==> config.mk <==
export PLATFORM = sky130hd
export DESIGN_NAME = mem_arbiter
export DESIGN_NICKNAME = d
export VERILOG_FILES = /design/src/rtl/singlecycle_pkg.sv /design/src/rtl/mem_arb_pick.sv /design/src/rtl/mem_arbiter.sv
export SDC_FILE = /design/constraint.sdc
export NUM_CORES = 1
export LEC_CHECK = 0
export CAP_MARGIN = 25
export CORE_AREA = 2 2 135 97
export DETAILED_ROUTE_END_ITERATION = 10
export DIE_AREA = 0 0 137 99
export PLACE_DENSITY_LB_ADDON = 0.08
export SLEW_MARGIN = 20
export SYNTH_ARGS = -nofsm -noshare
export SYNTH_HDL_FRONTEND = slang
export SYNTH_SLANG_ARGS = --single-unit
==> constraint.sdc <==
create_clock -name i_clk -period 1.92 [get_ports i_clk]
set_input_delay 0.192 -clock i_clk [delete_from_list [all_inputs] [get_ports i_clk]]
set_output_delay 0.192 -clock i_clk [all_outputs]
set_load 0.05 [all_outputs]
==> src/rtl/singlecycle_pkg.sv <==
// Shared types and constants for the data-memory arbiter.
package singlecycle_pkg;

  // Arbiter FSM states
  typedef enum logic [1:0] {
    IDLE = 2'd0,
    BUSY = 2'd1,
    RESP = 2'd2
  } arb_state_e;

  // Arbitration modes
  localparam int ARB_FIXED = 0;
  localparam int ARB_RR    = 1;

  // Master identifier: 0 = LSU (M0), 1 = fetch (M1)
  typedef logic arb_id_t;

  localparam arb_id_t ID_M0 = 1'b0;
  localparam arb_id_t ID_M1 = 1'b1;

endpackage

==> src/rtl/mem_arb_pick.sv <==
// Combinational grant decision between the two masters.
// STARVE_LIM must be at least 1.
module mem_arb_pick
  import singlecycle_pkg::*;
#(
  parameter int ARB_MODE   = ARB_FIXED,
  parameter int STARVE_LIM = 4,
  parameter int CNT_W      = $clog2(STARVE_LIM + 1)
) (
  input  logic             m0_valid,
  input  logic             m1_valid,
  input  logic [CNT_W-1:0] wait_cnt,
  input  arb_id_t          last_grant,
  output arb_id_t          grant_id,
  output logic             grant_valid
);

  // Pick a winner; M1 only loses a tie unless starved (fixed) or it is its turn (RR)
  always_comb begin
    // NOTE: every output gets a default first so no path leaves it unassigned (no latch).
    grant_valid = m0_valid | m1_valid;
    grant_id    = ID_M0;
    if (m0_valid && m1_valid) begin
      if (ARB_MODE == ARB_RR) begin
        grant_id = (last_grant == ID_M0) ? ID_M1 : ID_M0;
      end else if (wait_cnt == CNT_W'(STARVE_LIM)) begin
        grant_id = ID_M1;
      end
    end else if (m1_valid) begin
      grant_id = ID_M1;
    end
  end

endmodule

==> src/rtl/mem_arbiter.sv <==
// Two-master arbiter in front of data_mem: grants one request at a time,
// holds it toward data_mem until completion, then pulses the winner's READY.
module mem_arbiter
  import singlecycle_pkg::*;
#(
  parameter int ARB_MODE   = ARB_FIXED,
  parameter int STARVE_LIM = 4
) (
  input  logic        i_clk,
  input  logic        i_rst,
  // master 0 (LSU)
  input  logic [17:0] i_M0_ADDR,
  input  logic [31:0] i_M0_WDATA,
  input  logic [3:0]  i_M0_BMASK,
  input  logic        i_M0_WREN,
  input  logic        i_M0_VALID,
  output logic        o_M0_READY,
  output logic [31:0] o_M0_RDATA,
  // master 1 (fetch)
  input  logic [17:0] i_M1_ADDR,
  input  logic [31:0] i_M1_WDATA,
  input  logic [3:0]  i_M1_BMASK,
  input  logic        i_M1_WREN,
  input  logic        i_M1_VALID,
  output logic        o_M1_READY,
  output logic [31:0] o_M1_RDATA,
  // data_mem side
  output logic [17:0] o_ADDR,
  output logic [31:0] o_WDATA,
  output logic [3:0]  o_BMASK,
  output logic        o_WREN,
  output logic        o_VALID,
  input  logic        i_READY,
  input  logic [31:0] i_RDATA
);

  localparam int CNT_W = $clog2(STARVE_LIM + 1);

  arb_state_e       state;
  logic [17:0]      addr_q;
  logic [31:0]      wdata_q;
  logic [3:0]       bmask_q;
  logic             wren_q;
  arb_id_t          id_q;
  logic [31:0]      rdata_q;
  logic [CNT_W-1:0] wait_cnt;
  arb_id_t          last_grant;

  arb_id_t          grant_id;
  logic             grant_valid;

  mem_arb_pick #(
    .ARB_MODE   (ARB_MODE),
    .STARVE_LIM (STARVE_LIM),
    .CNT_W      (CNT_W)
  ) u_pick (
    .m0_valid    (i_M0_VALID),
    .m1_valid    (i_M1_VALID),
    .wait_cnt    (wait_cnt),
    .last_grant  (last_grant),
    .grant_id    (grant_id),
    .grant_valid (grant_valid)
  );

  // Request fields toward data_mem always come from the captured copy
  assign o_ADDR     = addr_q;
  assign o_WDATA    = wdata_q;
  assign o_BMASK    = bmask_q;
  assign o_WREN     = wren_q;
  assign o_M0_RDATA = rdata_q;
  assign o_M1_RDATA = rdata_q;

  // Arbiter FSM: grant and capture in IDLE, present in BUSY, answer in RESP
  always_ff @(posedge i_clk) begin
    // NOTE: state is updated with non-blocking assignments so every register sees pre-edge values.
    if (i_rst) begin
      state      <= IDLE;
      o_VALID    <= 1'b0;
      o_M0_READY <= 1'b0;
      o_M1_READY <= 1'b0;
      addr_q     <= '0;
      wdata_q    <= '0;
      bmask_q    <= '0;
      wren_q     <= 1'b0;
      id_q       <= ID_M0;
      rdata_q    <= '0;
      wait_cnt   <= '0;
      last_grant <= ID_M1;
    end else begin
      unique case (state)
        IDLE: begin
          if (grant_valid) begin
            state      <= BUSY;
            o_VALID    <= 1'b1;
            id_q       <= grant_id;
            last_grant <= grant_id;
            if (grant_id == ID_M0) begin
              addr_q  <= i_M0_ADDR;
              wdata_q <= i_M0_WDATA;
              bmask_q <= i_M0_BMASK;
              wren_q  <= i_M0_WREN;
            end else begin
              addr_q  <= i_M1_ADDR;
              wdata_q <= i_M1_WDATA;
              bmask_q <= i_M1_BMASK;
              wren_q  <= i_M1_WREN;
            end
            // M1 starvation tracking: count M0 wins it lost, clear when M1 wins
            if (grant_id == ID_M1) begin
              wait_cnt <= '0;
            end else if (i_M1_VALID && (wait_cnt != CNT_W'(STARVE_LIM))) begin
              wait_cnt <= wait_cnt + 1'b1;
            end
          end
        end
        BUSY: begin
          if (i_READY) begin
            state      <= RESP;
            o_VALID    <= 1'b0;
            rdata_q    <= i_RDATA;
            o_M0_READY <= (id_q == ID_M0);
            o_M1_READY <= (id_q == ID_M1);
          end
        end
        RESP: begin
          // o_VALID is already low here, giving data_mem a clean gap before the next request
          state      <= IDLE;
          o_M0_READY <= 1'b0;
          o_M1_READY <= 1'b0;
        end
        default: begin
          state      <= IDLE;
          o_VALID    <= 1'b0;
          o_M0_READY <= 1'b0;
          o_M1_READY <= 1'b0;
        end
      endcase
    end
  end

endmodule

**Yosys cells after proc, flatten, opt, wreduce, memory -nomap -nowiden**

Cells that the tools add are included.

- Bits of input ports: 147
- Word-level logic and storage cells: 51
- Flip-flop bits (word level): 96

- Multiplexer cells: 19
- Bitwise logic cells: 4
- Reductions and logical operators: 10
- $add $sub $neg: 1
- Equality and inequality tests: 6

Operator list:

| kind | count |
|---|---|
| two-way mux 32 bit | 1 |
| two-way mux 18 bit | 1 |
| two-way mux 1 bit | 8 |
| AND reduction 2 bit | 4 |
| two-way mux 3 bit | 2 |
| AND reduction 3 bit | 2 |
| two-way mux 2 bit | 2 |
| two-way mux 4 bit | 1 |
| != test 2 bit (second input constant) | 2 |
| case mux 1 bit (2 select lines) | 2 |
| case mux 2 bit (2 select lines) | 1 |
| adder 3 x 1 -> 3 bit (second input constant) | 1 |
| == test 3 bit (second input constant) | 1 |
| != test 3 bit (second input constant) | 1 |
| NOT 1 bit | 3 |
| case mux 1 bit (3 select lines) | 1 |
| == test 2 x 1 -> 1 bit (second input constant) | 1 |
| == test 2 bit (second input constant) | 1 |
| logical AND 1 bit | 2 |
| zero test 2 bit | 1 |
| nonzero test 2 bit | 1 |
| OR 1 bit | 1 |

**Longest topological paths before layout**

- Depth after elaboration: 5
- Mapped depth: 7
- Mapped depth without buffers: 5

**Cells and area by module**

Synthesis repeated with hierarchy kept, for this count alone.

- Cells, all modules: 472
- Area, all modules: 4247.8 um^2

Modules (own cells, without submodules):

| module | sequential area each (um^2) | area an instance (um^2) | cells each | instances |
|---|---|---|---|---|
| mem_arbiter | 1941.9 | 4225.3 | 469 | 1 |
| mem_arb_pick | 0.0 | 22.5 | 3 | 1 |

**Worst setup path after synthesis**

OpenSTA, ideal clock, no wires.

- Path type: reg2reg
- Start: register wait_cnt[0]
- End: register wdata_q[2], in the netlist o_WDATA[2]
- Cell stages (with the launch flop): 8
- Clock period less this slack: 1561 ps
- Library setup time: 89 ps
- Arrival time: 1472 ps
- Data required time: 1831 ps
- Path buffers: 2
- Slack: 359 ps
- Cells stage by stage: dfxtp_1 -> inv_1 -> ha_1 -> a21boi_1 -> buf_2 -> clkbuf_1 -> o21ai_0 -> a311oi_2

- Word-level cells in the longest chain between the ends: 4

RTL lines:

| what | line | text |
|---|---|---|
| from (decl) | mem_arbiter.sv:46 | `logic [CNT_W-1:0] wait_cnt;` |
| from (signal assigned) | mem_arbiter.sv:112 | `wait_cnt <= wait_cnt + 1'b1;` |
| == test 3 bit | mem_arb_pick.sv:26 | `end else if (wait_cnt == CNT_W'(STARVE_LIM)) begin` |
| two-way mux 1 bit | mem_arb_pick.sv:26 |  |
| two-way mux 1 bit | mem_arb_pick.sv:23 | `if (m0_valid && m1_valid) begin` |
| two-way mux 32 bit | mem_arbiter.sv:97 | `if (grant_id == ID_M0) begin` |
| to (signal assigned) | mem_arbiter.sv:99 | `wdata_q <= i_M0_WDATA;` |
| to (signal assigned) | mem_arbiter.sv:104 | `wdata_q <= i_M1_WDATA;` |
| to (decl) | mem_arbiter.sv:41 | `logic [31:0] wdata_q;` |

No other way between the ends.
A chain may end at the register's enable or synchronous reset.

**Worst setup path after layout**

- Start: register rdata_q[20], in the netlist o_M0_RDATA[20]
- End: output o_M0_RDATA[20]

RTL lines:

| what | line | text |
|---|---|---|
| from (decl) | mem_arbiter.sv:45 | `logic [31:0] rdata_q;` |
| from (signal assigned) | mem_arbiter.sv:120 | `rdata_q <= i_RDATA;` |
| to (decl) | mem_arbiter.sv:18 | `output logic [31:0] o_M0_RDATA,` |

No word-level cell between the ends.

==> summary.md <==
| Metric | Value |
|---|---|
| Status | `finished, final reports clean` |
| Worst Hold Path Cells | `2` |
| Layout Cell Area excl Fill | `around 7600 um2` |
| Synth Cell Area | `4710 um2` |
| Remaining antenna violation count | `0` |
| M1 WL | `6.68 mm` |
| Reg2Reg Setup Slack | `roughly 0.32 ns` |
| R2r worst-path depth | `6` |
| Hold EP | `state[1]` |
| Routed vias/inst | `between 5 and 6` |
| HP Start | `i_rst` |
| Final setup TNS | `0 ns` |
| Vias in the first global route | `4841` |
| Initial antenna violation count | `0` |
| Crit path max-delay cell type | `clkdlybuf4s50_1` |
| Commonest non-fill, non-tap cell in the layout | `clkdlybuf4s50_1` |
| Core Box Area | `12300 um2` |
| Ys Warns | `0` |
| Largest net degree at the start of global routing | `53` |
| # DRC | `0` |
| Die Area | `between 10000 and 15000 um2` |
| Final layout net count | `between 800 and 900` |
| Fillcell total | `~1000` |
| Area delta synth->final | `62.0%` |
| Row cnt | `34` |
| CP Buf/Inv Count | `1` |
| Worst Skew | `0.00938 ns` |
| Post-synth EDFFs | `0` |
| Register area share after synthesis | `around two fifths` |
| Total GRT Usage | `22.9%` |
| Worst slew pin tran | `0.567 ns` |
| Final HPWL DP | `11.2 mm` |
| RR Endpoint | `o_WDATA[10]` |
| DP Area | `between 7000 and 8000 um2` |
| FFs w/ async S/R, synth | `0%` |
| Sequential standard cell area | `1920 um2` |
| Vias | `4939` |
| Post-DR wirelength/cell | `17.3 um` |
| Port Buf Inserts | `roughly 270` |
| Netlist cell types | `34` |
| CTS tree | `built` |
| GRT Residual Overflow | `0` |
| Initial Util | `38.5%` |
| Clk Latency, worst-skew pair | `0.34 ns` |
| H-tree lvl count | `3` |
| Cells after Synth | `544` |
| MaxCap Viol Count | `0` |
| Post-CTS sizing | `0` |
| Global-route wire length before repair | `24.8 mm` |
| Critical Path AT | `1.55 ns` |
| Worst Setup Path Type | `reg2out` |
| Layout cell share with drive strength beyond 1 | `approximately 12%` |
| Critical Path RT | `~1.7 ns` |
| Area occupied by multi-input gates | `2270 um2` |
| # clock sinks | `96` |
| CP max FO | `3` |
| Average cell area after synthesis | `8.67 um2` |
| CTS clock-pin slew for the worst setup and hold paths | `~0.070 ns` |
| Pwr per Cell Area | `836 nW/um2` |
| N_diodes | `0` |
| Pre-antenna DRT Iters | `4` |
| Tcrit/Tclk final | `91.0%` |
| Met2 routed WL | `7.42 mm` |
| Non-filler instance count after layout | `916` |
| Placer Congestion | `0.767` |
| Pins Over Slew Limit | `0` |
| Die height | `between 90 and 100 um` |
| Final count of hold timing violations | `0` |
| CP top delay family | `buffers and inverters` |
| Die width | `137 um` |
| Path category of the worst min-delay check | `in2reg` |
| Worst ir drop on vdd | `560 uV` |
| Total CTS buffers | `9` |
| Critical path endpoint category | `output port` |
| DR top layer | `met4` |
| Critical path, cell by cell | `clkdlybuf4s50_1` |
| Maximum root-to-sink buffer count | `2` |
| Fmax | `573 MHz` |
| Leakage power | `2.60 nW` |
| Initial drt markers | `209` |
| Setup Fix Bufs, Post-CTS | `0` |
| CP startpoint kind | `register` |
| Min cycle time layout | `1.75 ns` |
| FF+latch count, synth | `96` |
| Placed Cells | `900` |
| Unrepaired setup endpoints after global routing | `no` |
| Hold_buf cts | `0` |
| Crit-path max cell delay | `0.84 ns` |
| Synthesized netlist net count | `693` |
| Commonest non-fill, non-tap cells in the layout | `clkdlybuf4s50_1, dfxtp_1, a21oi_1, nand2_1, nand3_1` |
| Primary FF master, synth | `dfxtp_1` |
| IO Count | `about 270` |
| Root buffer cell | `clkbuf_16` |
| Final setup violation count | `0` |
| Reg2reg start | `wait_cnt[0]` |
| Slew headroom | `62.0%` |
| Met3 WL | `1.43 mm` |
| Wirelength, routed | `15.8 mm` |
## worst register-to-register path, delay by kind of cell (launching register included)
family | cells | cell delay [ns]
flip-flops | 1 | 0.36
adder cells (fa/ha/maj) | 1 | 0.24
buffers and inverters | 2 | 0.30
AO/OA/AOI/OAI | 3 | 0.63
## report_power, final
part           leakage, nW  internal, mW  switching, mW
combinational         1.65         0.866           1.30
clock                0.160          1.18          0.765
sequential           0.791          2.17          0.111
## per-layer routing
metal | vias to the layer above | global-route usage [%]
met1 | 2341 | 29.4
met2 | 227 | 38.0
met4 | 0 | 6.42
met5 | - | 0
li1 | 2350 | -
met3 | 21 | 5.97
## cells by family (layout without fill, tap and decap cells)
| logic type | count (synthesis) | after routing | share of synthesized area, % |
|---|---|---|---|
| flip-flops | 96 | 96 | 40.8 |
| AO/OA/AOI/OAI | 207 | 207 | 33.3 |
| adder cells (fa/ha/maj) | 2 | 2 | 0.531 |
| AND/OR/NAND/NOR | 141 | 141 | 13.7 |
| XOR/XNOR | 1 | 1 | 0.186 |
| buffers and inverters | 97 | 307 | 11.5 |
## how the worst max path moves through the flow
stage | start | to | slack (ns) | cells after the start
after global routing | o_M0_RDATA[20] | o_M0_RDATA[20] | 0.09 | 1
after global placement | i_M0_VALID | o_WDATA[13] | 0.21 | 5
after detailed placement | i_M0_VALID | o_ADDR[3] | 0.15 | 5
after floorplan | wait_cnt[0] | o_WDATA[2] | 0.36 | 7
final | o_M0_RDATA[20] | o_M0_RDATA[20] | 0.17 | 1
after CTS | o_M0_RDATA[20] | o_M0_RDATA[20] | 0.15 | 1
## synth_stat cells (2+ instances only)
cell type	instances	area share (%)
a311oi_1	5	0.93
nor2_1	4	0.32
nor3_1	2	0.21
nand2_1	67	5.3
buf_2	8	0.85
o21ai_0	54	5.7
a21bo_2	2	0.42
a21oi_1	93	9.9
buf_4	33	5.3
buf_6	6	1.4
inv_1	2	0.16
ha_1	2	0.53
dfxtp_1	96	41
clkbuf_1	45	3.6
a311oi_2	50	16
nand3_1	56	5.9
and3b_1	2	0.37
## flip-flops by register name (all words and copies together), names as in the netlist
register / cells
id_q: 1
o_ADDR: 18
o_BMASK: 4
o_M0_RDATA: 32
o_M0_READY: 1
o_M1_READY: 1
o_VALID: 1
o_WDATA: 32
o_WREN: 1
state: 2
wait_cnt: 3
## metrics by stage
stage | power, mW | worst slack (ns) | hold WS (ns) | utilization (%)
floorplan | 3.66 | 0.359 | 0.328 | -
global placement | 4.46 | 0.213 | 0.455 | 59.7
detailed placement | 4.49 | 0.154 | 0.465 | 59.7
CTS | 6.43 | 0.147 | 0.301 | 62.3
global route | 6.66 | 0.0917 | 0.327 | 62.3
finish | 6.39 | 0.173 | 0.310 | 62.3
## cell type report
| cell class | instances | share of cell area (%) |
|---|---|---|
| flip-flops and latches | 96 | 25.2 |
| well taps | 162 | 2.65 |
| inverters | 3 | 0.147 |
| clock inverters | 5 | 1.03 |
| repair buffers | 288 | 38.1 |
| multi-input cells | 351 | 29.7 |
| clock buffers | 11 | 3.18 |
No activity file was read; power rests on OpenSTA's default activity.
